`config.mk`:
```
export PLATFORM = sky130hd
export DESIGN_NAME = div_frec_clk
export DESIGN_NICKNAME = d
export VERILOG_FILES = /design/src/rtl/div_frec_pkg.sv /design/src/rtl/div_frec_cnt.sv /design/src/rtl/div_frec_clk.sv
export SDC_FILE = /design/constraint.sdc
export NUM_CORES = 1
export LEC_CHECK = 0
export CORE_MARGIN = 3
export CORE_UTILIZATION = 38
export DETAILED_ROUTE_END_ITERATION = 16
export GPL_TIMING_DRIVEN = 0
export SLEW_MARGIN = 20
export SYNTH_ARGS = -nofsm -noshare
export SYNTH_HDL_FRONTEND = slang
export SYNTH_SLANG_ARGS = --single-unit
export TNS_END_PERCENT = 100
```
`constraint.sdc`:
```
create_clock -name clk_in -period 7.87 [get_ports clk_in]
set_input_delay 2.361 -clock clk_in [delete_from_list [all_inputs] [get_ports clk_in]]
set_output_delay 2.361 -clock clk_in [all_outputs]
set_load 0.05 [all_outputs]
```
`src/rtl/div_frec_pkg.sv`:
```
// -----------------------------------------------------------------------------
// div_frec_pkg
// Shared constants and helpers for the div_frec_clk clock divider.
//   WIDTH      : default width of divisor and counter
//   DIV_MIN    : smallest legal divisor (values below are clamped up)
//   div_clamp  : max(v, DIV_MIN)
//   div_half   : n >> 1, the length of the high phase
// The helpers work on a 64-bit carrier so any WIDTH up to 64 can use them
// with an explicit size cast at the call site.
// -----------------------------------------------------------------------------
package div_frec_pkg;

  localparam int unsigned WIDTH     = 32;
  localparam int unsigned DIV_MIN   = 2;
  localparam int unsigned CARRIER_W = 64;

  function automatic logic [CARRIER_W-1:0] div_clamp(input logic [CARRIER_W-1:0] v);
    if (v < CARRIER_W'(DIV_MIN)) begin
      return CARRIER_W'(DIV_MIN);
    end
    return v;
  endfunction

  function automatic logic [CARRIER_W-1:0] div_half(input logic [CARRIER_W-1:0] n);
    return n >> 1;
  endfunction

endpackage

```
`src/rtl/div_frec_cnt.sv`:
```
// -----------------------------------------------------------------------------
// div_frec_cnt
// Modulo-N up counter (0..N-1) with enable and synchronous clear.
// Ports:
//   clk_in  : system clock, rising edge
//   reset_n : asynchronous active-low reset (cnt -> 0)
//   en      : advance the counter by one when high
//   clr     : synchronous clear to 0, wins over en
//   n       : modulus N (caller guarantees N >= 2)
//   cnt     : current count
//   wrap    : high while cnt == N-1 (the next enabled edge wraps to 0)
// -----------------------------------------------------------------------------
module div_frec_cnt
  import div_frec_pkg::*;
#(
  parameter int unsigned WIDTH = div_frec_pkg::WIDTH
) (
  input  logic             clk_in,
  input  logic             reset_n,
  input  logic             en,
  input  logic             clr,
  input  logic [WIDTH-1:0] n,
  output logic [WIDTH-1:0] cnt,
  output logic             wrap
);

  // cnt never exceeds N-1, so a plain equality is enough to detect the wrap.
  assign wrap = (cnt == (n - WIDTH'(1)));

  always_ff @(posedge clk_in or negedge reset_n) begin
    if (!reset_n) begin
      cnt <= '0;
    end else if (clr) begin
      cnt <= '0;
    end else if (en) begin
      cnt <= wrap ? '0 : cnt + WIDTH'(1);
    end
  end

endmodule

```
`src/rtl/div_frec_clk.sv`:
```
// -----------------------------------------------------------------------------
// div_frec_clk
// Programmable clock divider producing a near-50%-duty square wave clk_out.
// Period is N clk_in cycles: high for N>>1 cycles, low for the rest.
// Ports:
//   clk_in  : system clock, rising edge
//   reset_n : asynchronous active-low reset
//   en      : count enable; when low all state holds
//   div_ld  : load strobe for a new divisor (wins over en)
//   div_val : new divisor, sampled on div_ld; 0 and 1 clamp to 2
//   clk_out : divided clock, registered
//   tick    : one-cycle pulse coincident with each clk_out rise
// Configuration:
//   DIV_FREC_TICK_EN defined   -> tick is a real flop
//   DIV_FREC_TICK_EN undefined -> tick is tied to 0
// -----------------------------------------------------------------------------
module div_frec_clk
  import div_frec_pkg::*;
#(
  parameter int unsigned      WIDTH       = div_frec_pkg::WIDTH,
  parameter logic [WIDTH-1:0] DIV_DEFAULT = WIDTH'(50_000_000)
) (
  input  logic             clk_in,
  input  logic             reset_n,
  input  logic             en,
  input  logic             div_ld,
  input  logic [WIDTH-1:0] div_val,
  output logic             clk_out,
  output logic             tick
);

  logic [WIDTH-1:0] div_reg;
  logic [WIDTH-1:0] half;
  logic [WIDTH-1:0] cnt;
  logic             wrap;
  logic             fall_pt;

  assign half    = WIDTH'(div_half(CARRIER_W'(div_reg)));
  // H >= 1 because N >= 2, so H-1 never underflows.
  assign fall_pt = (cnt == (half - WIDTH'(1)));

  // A load restarts the period from cnt = 0 regardless of en.
  div_frec_cnt #(
    .WIDTH (WIDTH)
  ) u_cnt (
    .clk_in  (clk_in),
    .reset_n (reset_n),
    .en      (en),
    .clr     (div_ld),
    .n       (div_reg),
    .cnt     (cnt),
    .wrap    (wrap)
  );

  always_ff @(posedge clk_in or negedge reset_n) begin
    if (!reset_n) begin
      div_reg <= DIV_DEFAULT;
      clk_out <= 1'b0;
    end else if (div_ld) begin
      div_reg <= WIDTH'(div_clamp(CARRIER_W'(div_val)));
      clk_out <= 1'b0;
    end else if (en) begin
      // Wrap takes precedence: for N=2 both points coincide only at cnt=0
      // vs cnt=1, but keeping the priority explicit avoids surprises.
      if (wrap) begin
        clk_out <= 1'b1;
      end else if (fall_pt) begin
        clk_out <= 1'b0;
      end
    end
  end

`ifdef DIV_FREC_TICK_EN
  always_ff @(posedge clk_in or negedge reset_n) begin
    if (!reset_n) begin
      tick <= 1'b0;
    end else if (div_ld) begin
      tick <= 1'b0;
    end else begin
      tick <= en & wrap;
    end
  end
`else
  assign tick = 1'b0;
`endif

endmodule

```
# Word-level counts from Yosys, hierarchy flattened
# Index checks and enable logic that the tools add are counted.
# word_totals
mem_count	0
register_bits	65
mem_bits_rw	0
latch_bits	0
mem_bits_ro	0
output_inout_bits	2
# op_classes
multipliers	0
n_mux	11
n_div	0
n_reduce_logical	3
addsub	3
shifts	0
magnitude_cmp	1
bitwise_logic	0
n_eq_ne	2
# ops
cell	n
32-bit 2-to-1 mux	5
32-bit == test	2
32-bit by 1-bit adder with 32-bit output (second input constant)	1
32-bit by 2-bit less-than comparator with 1-bit output (second input constant)	1
31-bit by 1-bit subtractor with 32-bit output (second input constant)	1
32-bit by 1-bit subtractor with 32-bit output (second input constant)	1
1-bit 2-to-1 mux	6
3-bit nonzero test	1
2-bit AND reduction	1
2-bit nonzero test	1

# Longest topological paths before layout
# Gate-level depths: netlist (run 1).
# depth
depth_word	6
mapped_depth	12

# By module
# Synthesis (run 1) repeated with hierarchy kept, for this count alone.
# unflattened
cells_unflattened	660
area_unflattened_um2	5579.1
# by_module_without_submodules
module	cells_per_inst	area_each_um2	instances
div_frec_cnt	407	3131.8	1
div_frec_clk	253	2447.3	1

# Worst setup path after synthesis (run 1)
# Ideal clock, no wire load.
# synth_timing
path_type	input port to flip-flop
from	input div_ld
to	register div_reg[10]
t_arrival_ns	3.373
path_buffers	2
stages	3
setup_slack_ns	4.372
required_time_ns	7.745
setup_time_ns	0.125
path_cell_list	buf_1 buf_1 mux2_2
# synth_lines
element	line_no	text
start, declared	div_frec_clk.sv:26	input logic div_ld,
end signal, assigned	div_frec_clk.sv:60	div_reg <= WIDTH'(div_clamp(CARRIER_W'(div_val)));
end, declared	div_frec_clk.sv:32	logic [WIDTH-1:0] div_reg;
# No word-level cell between the ends.

==> flow_summary.ini, run 1 <==
[yosys]
yosysUniqueCellTypes = 66
synth_top_area_frac = 0.249
ys_ff_latch = 65
syn_area_sq_um = 5320
ys_seq_area_frac = 0.308
yosys-top-cells-count = 54 x nand2_1, 53 x dfrtp_1, 49 x xnor2_1
synth-compound-area-share = 0.135
synth_flop_cell = dfrtp_1
synth.largest_area_cell = dfrtp_1
synthArstFlopShare = 1.00
synth_top_family_by_area = simple AND/OR/NAND/NOR gates
yosys_warnings = 0
synth_most_common_cell = nand2_1
synth_edf_count = 0
yosys-top-cells-area = dfrtp_1 25%, xnor2_1 8.1%, dfstp_2 5.9%
yosys.area_share.simple = 0.280
syn_avg_cell_area_sq_um = 8.38
synthAdderAreaFrac = 0.00705
synth_xor_xnor_area_share = 0.130
synthMuxAreaShare = 0.0762
syn_inst = 635
synth_nets = 674

[route]
drt-total-wl_um = 16800
first_iter_violations = 372
avgRoutedWirePerCell_um = 19.4
vias = 5229
drc = 0
drt_pass1_iterations = 5
antenna_left = 0
vias_per_cell = 6.05

[critical_path]
crit_chain = clkdlybuf4s50_1, buf_1, clkbuf_1, o21ai_0, o22a_1
cp_top_family = buffers and inverters
worstSetupPathType = in -> reg
critPathMaxStageDelay_ps = 630
worstPathArrival_ps = 4630
critical_path_buf_inv_count = 3
critPathLaunchType = primary input
worstSetupEndpointType = register
crit_path_top_delay_cell = buf_1
crit_fanout = 10
critPathRequiredTime_ps = 8100

[floorplanning]
rows = 42
die_w_um = 124
start_util = 0.396
ios = 38
die-area_sq_um = 15500
floorplan.die.height_um = 124
core_sq_um = 13500

[timing]
setup_viol = 0
fin_crit_sh = 0.559
slew_violations = 0
period_needed_ps = 4400
max_freq_mhz = 227
rsz0062_at_grt = no
setup_tns_ps = 0
hold_viol = 0
worst_pin_slew_ps = 824
fin_skew_ps = 9.36
slew_headroom = 0.445

[grt]
antenna_found_initial = 0
gr-total-overflow = 0
grt_pass1_wl_um = 26900
grt_use_total = 0.217
grt_max_degree = 40
grt_pass1_vias = 4984

[cts]
cts_tree = yes
root_buffer = clkbuf_16
clk_latency_ps = 340
cts_resized = 0
clockBufferDepth = 2
cts.clk_slew.worst_paths_ps = 50
post_cts_buffers = 0
cts_hold_buf = 0
cts_buffers = 9
htreeDepth = 3
cts_num_sinks = 65

[place]
hpwlAfterDp_um = 12900
port-buffer-count = 36
finalWeightedCongestion = 0.980

[power_and_ir_drop]
pwr_density_cell_nw_per_um2 = 157
vdd_drop_max_uv = 101
leakage_uw = 0.00220
power_uw = 977

[layout]
fillCellCount = 1333
multi_input_area_sq_um = 3360
ff_latch_area_sq_um = 1640
finalNetCount = 722
area_delta_synth_final_pct = 16.8
drive_gt1_frac = 0.112
antenna_cells = 0

[flow_run]
max-cap-violations = 0

[worst_hold_path]
hold_class = reg -> reg

[status]
status = complete, no violations
-- report_power, final --
group          switching (uW)  internal, uW  total, uW  leakage [uW]
logic                     119          86.0        205       0.00123
registers                17.9           356        374      0.000821
clock network             145           253        397      0.000144
total                     282           695        977       0.00220
-- per-layer routing --
layer  share of wire  global-route usage  vias up
met3           0.065              0.0343       38
met1            0.44               0.284     2531
met5               0                   0        -
met2            0.46               0.343      192
li1                -                   -     2468
met4           0.043               0.116        0
-- cell families (layout without fill, tap and decap cells) --
family / count (synthesis) / after routing
AO/OA/AOI/OAI: 101 / 101
multiplexers: 37 / 37
flip-flops: 65 / 65
other: 1 / 1
buffers and inverters: 81 / 134
XOR/XNOR: 79 / 79
AND/OR/NAND/NOR: 268 / 268
adder cells (fa/ha/maj): 3 / 3
-- layout by cell type (no fill, tap or decap), types with 7 or more instances in the layout --
| master | instances |
|---|---|
| xnor2_1 | 49 |
| dfstp_2 | 12 |
| a21oi_1 | 9 |
| a31oi_1 | 16 |
| nand4_1 | 38 |
| nand3_1 | 37 |
| nor2_1 | 20 |
| o21ai_0 | 10 |
| buf_1 | 10 |
| mux2_2 | 28 |
| or4_1 | 10 |
| dfrtp_1 | 53 |
| clkbuf_16 | 9 |
| nand2_1 | 54 |
| o311ai_1 | 15 |
| o22ai_1 | 10 |
| and3_1 | 14 |
| nor4_1 | 25 |
| clkdlybuf4s50_1 | 35 |
| inv_1 | 17 |
| or3_1 | 7 |
| and2_1 | 7 |
| nor3_1 | 20 |
| clkbuf_1 | 47 |
| mux2i_1 | 9 |
| xor2_1 | 30 |
-- final cells by class --
cell class,instances,share of cell area
clock buffer,13,0.0402
tap,176,0.0354
buffer,64,0.0431
timing repair buffer,37,0.0608
clock inverter,3,0.00644
multi-input combinational,489,0.540
sequential,65,0.264
inverter,17,0.0103
-- per-stage QoR --
step | utilization | instances | setup slack (ps) | hold slack [ps] | cell area [sq um]
2_1_floorplan | - | 635 | 4370 | 534 | 5320
3_3_place_gp | 0.439 | 847 | 2260 | 576 | 5900
3_5_place_dp | 0.440 | 848 | 3120 | 586 | 5920
4_1_cts | 0.462 | 864 | 3480 | 598 | 6210
5_1_grt | 0.462 | 864 | 3410 | 637 | 6220
6_report | 0.462 | 864 | 3470 | 605 | 6220
-- worst reg2reg max path: cells and delay by family (launching register included) --
family,cells,cell delay [ps]
compound gates,2,370
fa+ha+maj,1,290
buf+inv,2,460
flops,1,500
simple gates,6,2410
-- final timing paths --
check	from	to	slack, ps	cells after the start
setup / recovery	div_ld	div_reg[1]$_DFFE_PN0P_	3470	5
min in group asynchronous	reset_n	div_reg[5]$_DFFE_PN0P_	1930	1
max in group asynchronous	reset_n	div_reg[7]$_DFFE_PN1P_	5360	2
hold / removal	div_reg[1]$_DFFE_PN0P_	div_reg[1]$_DFFE_PN0P_	610	1
setup reg to reg	div_reg[0]$_DFFE_PN0P_	u_cnt.cnt[22]$_DFFE_PN0P_	3700	11
hold reg to reg	div_reg[1]$_DFFE_PN0P_	div_reg[1]$_DFFE_PN0P_	610	1
No activity file was read; power rests on OpenSTA's default activity.
==> run 2: changes to the inputs <==
==> constraint.sdc (replaced) <==
create_clock -name clk_in -period 4.04 [get_ports clk_in]
set_input_delay 1.212 -clock clk_in [delete_from_list [all_inputs] [get_ports clk_in]]
set_output_delay 1.212 -clock clk_in [all_outputs]
set_load 0.05 [all_outputs]
==> flow_summary.ini, run 2 (synthesis gave the netlist of run 1 again) <==
[cts]
root_buffer = clkbuf_16
clk_latency_ps = 350
cts.clk_slew.worst_paths_ps = 50
post_cts_buffers = 0
cts_num_sinks = 65
htreeDepth = 3
cts_buffers = 9
clockBufferDepth = 2
cts_tree = yes

[grt]
grt_max_degree = 40
gr-total-overflow = 0
grt_pass1_vias = 4984
antenna_found_initial = 0
grt_use_total = 0.217
grt_pass1_wl_um = 26900

[timing]
hold_viol = 0
setup_viol = 0
fin_crit_sh = 0.957
rsz0062_at_grt = no
fin_skew_ps = 10.3
slew_violations = 0
worst_pin_slew_ps = 811
period_needed_ps = 3870
max_freq_mhz = 259
slew_headroom = 0.459

[worst_hold_path]
min_to = div_reg[1]$_DFFE_PN0P_
min_path_cells = 1
hp-start = div_reg[1]$_DFFE_PN0P_
hold_class = reg -> reg

[floorplanning]
start_util = 0.396
ios = 38
rows = 42
core_sq_um = 13500
floorplan.die.height_um = 124
die_w_um = 124
die-area_sq_um = 15500

[critical_path]
r2r_slack_ps = 170
worstSetupPathType = reg -> reg
critPathLaunchType = register
worstPathArrival_ps = 4070
r2r-start = div_reg[0]$_DFFE_PN0P_
reg2reg_to = u_cnt.cnt[22]$_DFFE_PN0P_
critPathRequiredTime_ps = 4240
crit_fanout = 10
rr_worst_depth = 11
worstSetupEndpointType = register

[power_and_ir_drop]
vdd_drop_max_uv = 201
pwr_density_cell_nw_per_um2 = 305
leakage_uw = 0.00220
power_uw = 1910

[layout]
finalNetCount = 722
area_delta_synth_final_pct = 17.8
utilization = 0.466
antenna_cells = 0
final_area_sq_um = 6270
final_cell_mix = 54 x nand2_1, 53 x dfrtp_1, 49 x xnor2_1
fin_cells = 864
fillCellCount = 1327
mostFrequentLayoutCell = nand2_1
drive_gt1_frac = 0.119

[route]
drt-total-wl_um = 16800
drt_pass1_iterations = 5
drc = 0
vias = 5221
vias_per_cell = 6.04
first_iter_violations = 419
antenna_left = 0
avgRoutedWirePerCell_um = 19.5

[flow_run]
max-cap-violations = 0

[place]
port-buffer-count = 36
finalWeightedCongestion = 0.980
hpwlAfterDp_um = 12900
dp.cells = 848
dpl_cell_area_sq_um = 5920

[status]
status = complete, no violations
run 2: critical path, cell delays in order, from the launching register on:
cell and delay [ps]:
dfrtp_1 510, inv_1 180, ha_1 280, nor2b_2 340, nand3_2 270, or4_1 580
a21oi_1 210, nand4_1 180, or4_4 600, nand2_1 140, buf_2 270, o311ai_1 150
run 2: stage by stage:
stage	TNS, ps	hold WS [ps]	worst slack (ps)
after detailed placement	-72.4	586	-27.3
after floorplan	0	534	845
after CTS	0	598	36.7
after global placement	-22420	576	-418
final	0	604	175
after global routing	0	637	5.64
run 2: routing by layer:
layer  part of all wire  global-route usage
met5                  0                   0
met4              0.042               0.116
met3              0.055              0.0343
met2               0.46               0.343
met1               0.45               0.284
run 2: worst max path at each step:
stage | startpoint | to | slack [ps] | depth (start not counted)
2_1_floorplan | div_reg[21]$_DFFE_PN1P_ | u_cnt.cnt[22]$_DFFE_PN0P_ | 850 | 11
3_3_place_gp | reset_n | u_cnt.cnt[28]$_DFFE_PN0P_ | -420 | 1
3_5_place_dp | div_reg[0]$_DFFE_PN0P_ | u_cnt.cnt[22]$_DFFE_PN0P_ | -30 | 11
4_1_cts | div_reg[0]$_DFFE_PN0P_ | u_cnt.cnt[22]$_DFFE_PN0P_ | 40 | 11
5_1_grt | div_reg[0]$_DFFE_PN0P_ | u_cnt.cnt[18]$_DFFE_PN0P_ | 6 | 11
6_report | div_reg[0]$_DFFE_PN0P_ | u_cnt.cnt[22]$_DFFE_PN0P_ | 170 | 11
run 2: repair_timing:
item,in CTS,in global routing
cloned,0,0
hold buffers,0,0
endpoints found under the setup margin,30,33
gates resized for setup,1,7
hold endpoints to repair,0,0
run 2: report_power, final:
| part | internal, uW | total (uW) | switching (uW) |
|---|---|---|---|
| Combinational | 170 | 408 | 238 |
| Sequential | 694 | 730 | 36.8 |
| Clock | 492 | 776 | 284 |
run 2: final cells by class:
cell class	instances	area, sq um	share of cell area
repair buffers	37	378	0.0603
clock inverters	3	40.0	0.00639
multi-input cells	489	3410	0.544
plain buffers	64	268	0.0427
flip-flops and latches	65	1640	0.262
inverters	17	63.8	0.0102
well taps	176	220	0.0351
clock buffers	13	250	0.0399
==> run 3: changes to the inputs <==
--- a/config.mk
+++ b/config.mk
@@ -9,6 +9,8 @@
 export CORE_UTILIZATION = 38
 export DETAILED_ROUTE_END_ITERATION = 16
 export GPL_TIMING_DRIVEN = 0
+export RECOVER_POWER = 50
+export SETUP_SLACK_MARGIN = 0.4
 export SLEW_MARGIN = 20
 export SYNTH_ARGS = -nofsm -noshare
 export SYNTH_HDL_FRONTEND = slang
==> flow_summary.ini, run 3 (synthesis gave the netlist of run 1 again) <==
[timing]
fin_skew_ps = 9.53
hold_viol = 0
slew_violations = 0
rsz0062_at_grt = no
period_needed_ps = 3500
slew_headroom = 0.0436
worst_pin_slew_ps = 1430
fin_crit_sh = 0.866
max_freq_mhz = 286
setup_viol = 0
setup_tns_ps = 0

[cts]
htreeDepth = 3
cts_tree = yes
root_buffer = clkbuf_16
cts_buffers = 9
cts_hold_buf = 0
cts.clk_slew.worst_paths_ps = 50
clockBufferDepth = 2
clk_latency_ps = 340
cts_num_sinks = 65

[route]
first_iter_violations = 381
drt-total-wl_um = 17000
vias_per_cell = 6.05
drt_pass1_iterations = 5
vias = 5255
drc = 0
antenna_left = 0
avgRoutedWirePerCell_um = 19.6

[layout]
antenna_cells = 0
drive_gt1_frac = 0.143
utilization = 0.474
fillCellCount = 1314
finalNetCount = 727
final_cell_mix = 53 x nand2_1, 52 x dfrtp_1, 49 x xnor2_1
area_delta_synth_final_pct = 19.8
mostFrequentLayoutCell = nand2_1

[critical_path]
rr_worst_depth = 11
r2r-start = div_reg[19]$_DFFE_PN1P_
worstSetupEndpointType = register
critPathRequiredTime_ps = 4250
crit_fanout = 10
cp-endpoint = u_cnt.cnt[23]$_DFFE_PN0P_
r2r_slack_ps = 540
worstSetupStartpoint = div_reg[19]$_DFFE_PN1P_
reg2reg_to = u_cnt.cnt[23]$_DFFE_PN0P_
critPathLaunchType = register
worstPathArrival_ps = 3710
worstSetupPathType = reg -> reg

[power_and_ir_drop]
leakage_uw = 0.00225
power_uw = 1930
vdd_drop_max_uv = 199
pwr_density_cell_nw_per_um2 = 303

[flow_run]
max-cap-violations = 0

[floorplanning]
core_sq_um = 13500
ios = 38
rows = 42
floorplan.die.height_um = 124
die_w_um = 124
die-area_sq_um = 15500
start_util = 0.396

[worst_hold_path]
hold_class = reg -> reg
min_path_cells = 1

[grt]
gr-total-overflow = 0
grt_max_degree = 40
grt_use_total = 0.218
grt_pass1_vias = 5024
antenna_found_initial = 0
grt_pass1_wl_um = 27000

[place]
port-buffer-count = 36
finalWeightedCongestion = 0.980
hpwlAfterDp_um = 12900

[status]
status = complete, no violations
[run 3: worst min-delay path by stage]
stage	start	endpoint
final	div_reg[30]$_DFFE_PN0P_	div_reg[30]$_DFFE_PN0P_
after global routing	div_reg[1]$_DFFE_PN0P_	div_reg[1]$_DFFE_PN0P_
after CTS	div_reg[1]$_DFFE_PN0P_	div_reg[1]$_DFFE_PN0P_
after detailed placement	div_reg[1]$_DFFE_PN0P_	div_reg[1]$_DFFE_PN0P_
after global placement	div_reg[1]$_DFFE_PN0P_	div_reg[1]$_DFFE_PN0P_
after floorplan	div_reg[1]$_DFFE_PN0P_	div_reg[1]$_DFFE_PN0P_
[run 3: metrics by stage]
step | cell area [sq um] | setup WS, ps | hold slack (ps) | cells
after CTS | 6300 | 401 | 598 | 865
after floorplan | 5320 | 845 | 534 | 635
after global routing | 6370 | 413 | 637 | 869
final | 6370 | 541 | 602 | 869
after global placement | 5900 | -418 | 576 | 847
after detailed placement | 5920 | -27.3 | 586 | 848
[run 3: power breakdown]
part           internal, uW  switching (uW)
clock                   492             284
sequential              694            39.2
combinational           176             246
[run 3: final cells by class]
class,instances,area [sq um],area share
multi-input combinational,489,3480,0.546
sequential,65,1640,0.258
timing repair buffer,42,397,0.0622
buffer,64,279,0.0438
clock buffer,13,250,0.0393
tap,176,220,0.0345
inverter,17,63.8,0.0100
clock inverter,3,40.0,0.00628
[run 3: timing repair]
action / CTS / global route
hold endpoints to repair: 0 / 0
pin swaps: 1 / 4
setup endpoints to repair: 33 / 33
gates resized for setup: 18 / 17
setup buffers: 1 / 4
[run 3: routing by layer]
metal | up-vias | routed length, um | global-route usage
met1 | 2544 | 7600 | 0.286
met5 | - | 0 | 0
met3 | 39 | 905 | 0.0373
met2 | 206 | 7900 | 0.346
met4 | 0 | 602 | 0.108
li1 | 2466 | - | -
[run 3: critical path, cell delays in order, from the launching register on]
cell and delay (ps):
dfstp_2 350, clkbuf_1 220, or4_4 590, or2_2 330, o31a_1 310, nor4_1 250
o2111ai_1 200, or4_4 570, buf_6 170, buf_2 200, nand3_1 110, mux2i_1 80
